==> config.mk <==
export PLATFORM = sky130hd
export DESIGN_NAME = seg7_scan_2digit
export DESIGN_NICKNAME = d
export VERILOG_FILES = /design/src/rtl/seg7_pkg.sv /design/src/rtl/bcd_to_seg7.sv /design/src/rtl/seg7_scan_2digit.sv
export SDC_FILE = /design/constraint.sdc
export NUM_CORES = 1
export LEC_CHECK = 0
export CAP_MARGIN = 20
export CORE_ASPECT_RATIO = 0.6
export CORE_UTILIZATION = 45
export CTS_CLUSTER_SIZE = 30
export DETAILED_ROUTE_END_ITERATION = 6
export GPL_ROUTABILITY_DRIVEN = 0
export PLACE_DENSITY = 0.76
export SETUP_SLACK_MARGIN = 0.02
export SLEW_MARGIN = 10
export SYNTH_ARGS = -nofsm -noshare
export SYNTH_HDL_FRONTEND = slang
export SYNTH_HIERARCHICAL = 1
export SYNTH_SLANG_ARGS = --single-unit
==> constraint.sdc <==
create_clock -name clock -period 3.42 [get_ports clock]
set_clock_uncertainty 0.1 [all_clocks]
set_input_delay 0.684 -clock clock [delete_from_list [all_inputs] [get_ports clock]]
set_output_delay 0.684 -clock clock [all_outputs]
set_load 0.02 [all_outputs]
==> src/rtl/seg7_pkg.sv <==
// Shared constants for the two-digit 7-segment scanner: active-low segment
// patterns, anode select codes and the slot phase encoding.
package seg7_pkg;

  localparam logic [6:0] SEG_0    = 7'h40;
  localparam logic [6:0] SEG_1    = 7'h79;
  localparam logic [6:0] SEG_2    = 7'h24;
  localparam logic [6:0] SEG_3    = 7'h30;
  localparam logic [6:0] SEG_4    = 7'h19;
  localparam logic [6:0] SEG_5    = 7'h12;
  localparam logic [6:0] SEG_6    = 7'h02;
  localparam logic [6:0] SEG_7    = 7'h78;
  localparam logic [6:0] SEG_8    = 7'h00;
  localparam logic [6:0] SEG_9    = 7'h10;
  localparam logic [6:0] SEG_DASH = 7'h3F;
  localparam logic [6:0] SEG_OFF  = 7'h7F;

  localparam logic [1:0] AN_OFF   = 2'b11;
  localparam logic [1:0] AN_UNITS = 2'b10;
  localparam logic [1:0] AN_TENS  = 2'b01;

  typedef enum logic {
    PH_UNITS = 1'b0,
    PH_TENS  = 1'b1
  } phase_t;

endpackage

==> src/rtl/bcd_to_seg7.sv <==
// Combinational BCD to active-low 7-segment decoder ({g,f,e,d,c,b,a}).
// Codes 10..15 show a dash so a bad counter value is visible on the board.
module bcd_to_seg7
  import seg7_pkg::*;
(
  input  logic [3:0] bcd,
  output logic [6:0] seg
);

  always_comb begin
    seg = SEG_DASH;
    case (bcd)
      4'd0: seg = SEG_0;
      4'd1: seg = SEG_1;
      4'd2: seg = SEG_2;
      4'd3: seg = SEG_3;
      4'd4: seg = SEG_4;
      4'd5: seg = SEG_5;
      4'd6: seg = SEG_6;
      4'd7: seg = SEG_7;
      4'd8: seg = SEG_8;
      4'd9: seg = SEG_9;
      default: seg = SEG_DASH;
    endcase
  end

endmodule

==> src/rtl/seg7_scan_2digit.sv <==
// Two-digit multiplexed common-anode display driver with per-frame snapshot,
// guard cycles and dash for invalid codes. Define LEADING_ZERO_BLANK_EN to blank a zero tens digit.
module seg7_scan_2digit
  import seg7_pkg::*;
#(
  parameter int SCAN_DIV = 50000,
  parameter int GUARD    = 1
) (
  input  logic       clock,
  input  logic       reset,
  input  logic       enable,
  input  logic [3:0] dig1,
  input  logic [3:0] dig0,
  output logic [6:0] seg,
  output logic [1:0] an,
  output logic       frame_done
);

  localparam int CW = $clog2(SCAN_DIV);
  localparam logic [CW-1:0] LAST = CW'(SCAN_DIV - 1);

  logic [CW-1:0] cnt, cnt_next;
  phase_t        phase, phase_next;
  logic [3:0]    snap1, snap0;
  logic          tick, snap_load, in_guard, blank;
  logic [3:0]    sel_digit;
  logic [6:0]    dec_seg, seg_next;
  logic [1:0]    an_next;
  logic          fd_next;

  if (GUARD == 0) begin : g_no_guard
    assign in_guard = 1'b0;
  end else begin : g_guard
    localparam logic [CW-1:0] GUARD_C = CW'(GUARD);
    assign in_guard = (cnt < GUARD_C);
  end

  // A zero tens digit turns the tens slot into a dark slot without changing timing
`ifdef LEADING_ZERO_BLANK_EN
  assign blank = (phase == PH_TENS) && (snap1 == 4'd0);
`else
  assign blank = 1'b0;
`endif

  assign tick      = (cnt == LAST);
  assign sel_digit = (phase == PH_TENS) ? snap1 : snap0;

  bcd_to_seg7 u_dec (
    .bcd (sel_digit),
    .seg (dec_seg)
  );

  always_comb begin
    cnt_next   = cnt;
    phase_next = phase;
    snap_load  = 1'b0;
    fd_next    = 1'b0;
    an_next    = AN_OFF;
    seg_next   = SEG_OFF;
    if (!enable) begin
      cnt_next   = '0;
      phase_next = PH_UNITS;
    end else begin
      cnt_next = tick ? '0 : cnt + 1'b1;
      if (tick) begin
        phase_next = (phase == PH_UNITS) ? PH_TENS : PH_UNITS;
      end
      snap_load = tick && (phase == PH_TENS);
      fd_next   = snap_load;
      if (!in_guard && !blank) begin
        an_next  = (phase == PH_TENS) ? AN_TENS : AN_UNITS;
        seg_next = dec_seg;
      end
    end
  end

  always_ff @(posedge clock or posedge reset) begin
    if (reset) begin
      cnt        <= '0;
      phase      <= PH_UNITS;
      snap1      <= 4'd0;
      snap0      <= 4'd0;
      an         <= AN_OFF;
      seg        <= SEG_OFF;
      frame_done <= 1'b0;
    end else begin
      cnt        <= cnt_next;
      phase      <= phase_next;
      an         <= an_next;
      seg        <= seg_next;
      frame_done <= fd_next;
      if (snap_load) begin
        snap1 <= dig1;
        snap0 <= dig0;
      end
    end
  end

  // Driving both anodes at once would short two digits onto one segment bus
  a_one_anode : assert property (@(posedge clock) disable iff (reset) an != 2'b00);

endmodule

==> run metrics <==
CORE AREA around 0.0038 sq mm; CTS tree yes; initial antenna violation count 0; crit-path max cell delay 0.60 ns; # hold bufs at CTS 0; num ports 21; Syn Inst Count 169; reg-to-reg startpoint phase$_DFFE_PP0P_; Pins Over Slew Limit 0; hold_sp snap1[2]$_DFFE_PP0P_; later-pin clock latency in the skew report 0.29 ns; total nets after synthesis 187; RSZ-0062 raised after global routing no; peak supply drop 154 uV; synthesis-to-finish area growth 16.5%; area of the multi-input gates slightly above 900 sq um; FMAX ~450 MHz; Avg Vias per Cell about 5.4; die width between 80 and 90 microns; Die ar. around 0.0044 sq mm; Largest delay share family, worst path buffers and inverters; gr ovfl total 0; Final Power 0.798 mW; Nets about 210; PD cells around 360 mW/mm^2; final setup vio count 0; Syn Area/Cell 11.1 sq um; layout cells sized above 1 18.8%; Fin. Hold Viols 0; DRC Markers 0; synth warn 6; number of buffers added on ports 20; Worst Hold End snap1[2]$_DFFE_PP0P_; Post-synth EDFFs 0; Sink Count 35; RR Endpoint seg[4]$_DFF_PP1_; initial core utilization 49.0%; Buffers & Inverters on Critical Path 1; Tcrit/Tclk final 64.3%; post-synthesis sequential element count 35; slew margin rel. between 60% and 70%; Iteration-0 DRC Markers 104; CP Cell Sequence clkdlybuf4s50_1; commonest non-fill, non-tap cell in the layout dfrtp_1; commonest non-fill, non-tap cells in the layout dfrtp_1, nor2_1, clkdlybuf4s50_1; largest net degree at the start of global routing 36; vias in the first global route 1237; WHS 0.415 ns; Slew @ Worst Pin approximately 0.48 ns; DP Cell Count 231; Vias 1279; Worst Hold Class flip-flop to flip-flop; asr flop ratio synth 100%; Crit path arrival time 1.41 ns; Required @ worst endpoint 2.64 ns; R2R cell count 6; GRT Total Usage 18.9%; status complete, no violations; Final min period 2.20 ns; post-DP HPWL 2.69 mm; setup TNS 0 ns; first-pass GRT wire length around 6.1 mm; Rows 17; WHS Path Cells 1; most frequently used flop master after synthesis dfrtp_1; post-synthesis sequential area ratio 47.3%; CTS Buf Count 5; Root Driver clkbuf_8; mapped cell area about 0.0019 sq mm; Critical Path End Type primary output; clk slew on worst S/H paths roughly 0.07 ns; setup repair bufs after CTS 0; die height 52.0 microns; fillcell total 306; WL/cell 15.0 microns; non-filler instance count after layout 239; Final ANT Viol Nets 0; Leak roughly 0.96 nW; Initial DRT Pass Iterations 4; r2r setup slk 1.42 ns; H-Tree Depth 2; number of max-cap violations 0; Storage cell area slightly below 900 sq um; diodes inserted 0; Critical-path top delay cell clkdlybuf4s50_1; final core utilization 57.1%; Netlist cell types 41; crit path kind flip-flop to primary output; Resize count post-CTS 0; maximum clock path buffer count 2; CP Max Fanout 1; Post-Route WL about 3.6 mm; crit start category flip-flop
[worst max path at each step]
stage	start	to	slack, ns	cells past startpoint
2_1_floorplan	phase$_DFFE_PP0P_	seg[1]$_DFF_PP1_	1.66	7
3_3_place_gp	enable	snap0[0]$_DFFE_PP0P_	1.25	4
3_5_place_dp	enable	snap1[0]$_DFFE_PP0P_	1.20	4
4_1_cts	seg[3]$_DFF_PP1_	seg[3]	1.21	1
5_1_grt	seg[6]$_DFF_PP1_	seg[6]	1.18	1
6_report	seg[3]$_DFF_PP1_	seg[3]	1.22	1
[where the power goes]
group	switching, mW	internal (mW)	total [mW]
clock	0.149	0.142	0.292
combinational	0.0366	0.0321	0.0687
sequential	0.00640	0.431	0.437
total	0.192	0.605	0.798
[area by class of cell]
type,instances,share of cell area [%]
clock buffers,6,3.32
multi-input cells,118,41.6
clock inverters,2,0.572
well taps,47,2.69
inverters,10,1.72
repair buffers,21,9.50
flip-flops and latches,35,40.6
[metal layers]
layer  vias to the layer above  wire, microns  track usage [%]
li1                        613              -                -
met1                       614           1740             26.1
met2                        46           1560             29.4
met3                         6            239             4.76
met4                         0             49             5.83
met5                         -              0                0
[per-stage QoR]
step / setup WS [ns] / cell area (sq um)
2_1_floorplan: 1.66 / 1880
3_3_place_gp: 1.25 / 2100
4_1_cts: 1.21 / 2190
3_5_place_dp: 1.20 / 2100
6_report: 1.22 / 2190
5_1_grt: 1.18 / 2190
[state kept, by name (all words and copies together), names as in the netlist]
signal	cells
cnt	16
snap0	4
seg	7
an	2
phase	1
frame_done	1
snap1	4
[Yosys cell counts (3+ instances only)]
cell type / n / area [sq um]
xnor2_1: 13 / 114
mux2_4: 8 / 120
dfrtp_1: 26 / 651
ha_1: 7 / 87.6
nand2b_1: 9 / 56.3
buf_2: 3 / 15.0
mux2_2: 4 / 45.0
inv_1: 10 / 37.5
nand2_1: 7 / 26.3
dfstp_2: 9 / 236
nor3_1: 3 / 15.0
nor4_1: 6 / 37.5
nand3_1: 6 / 30.0
nor2_1: 21 / 78.8
nand4_1: 5 / 31.3
[cell families after synthesis]
family          synth area share [%]
flops                           47.3
mux                             9.33
fa+ha+maj                       4.67
simple gates                    24.4
buf+inv                         4.20
xor+xnor                        7.00
compound gates                  3.13
Note: power is estimated with default switching activity, not from simulation.
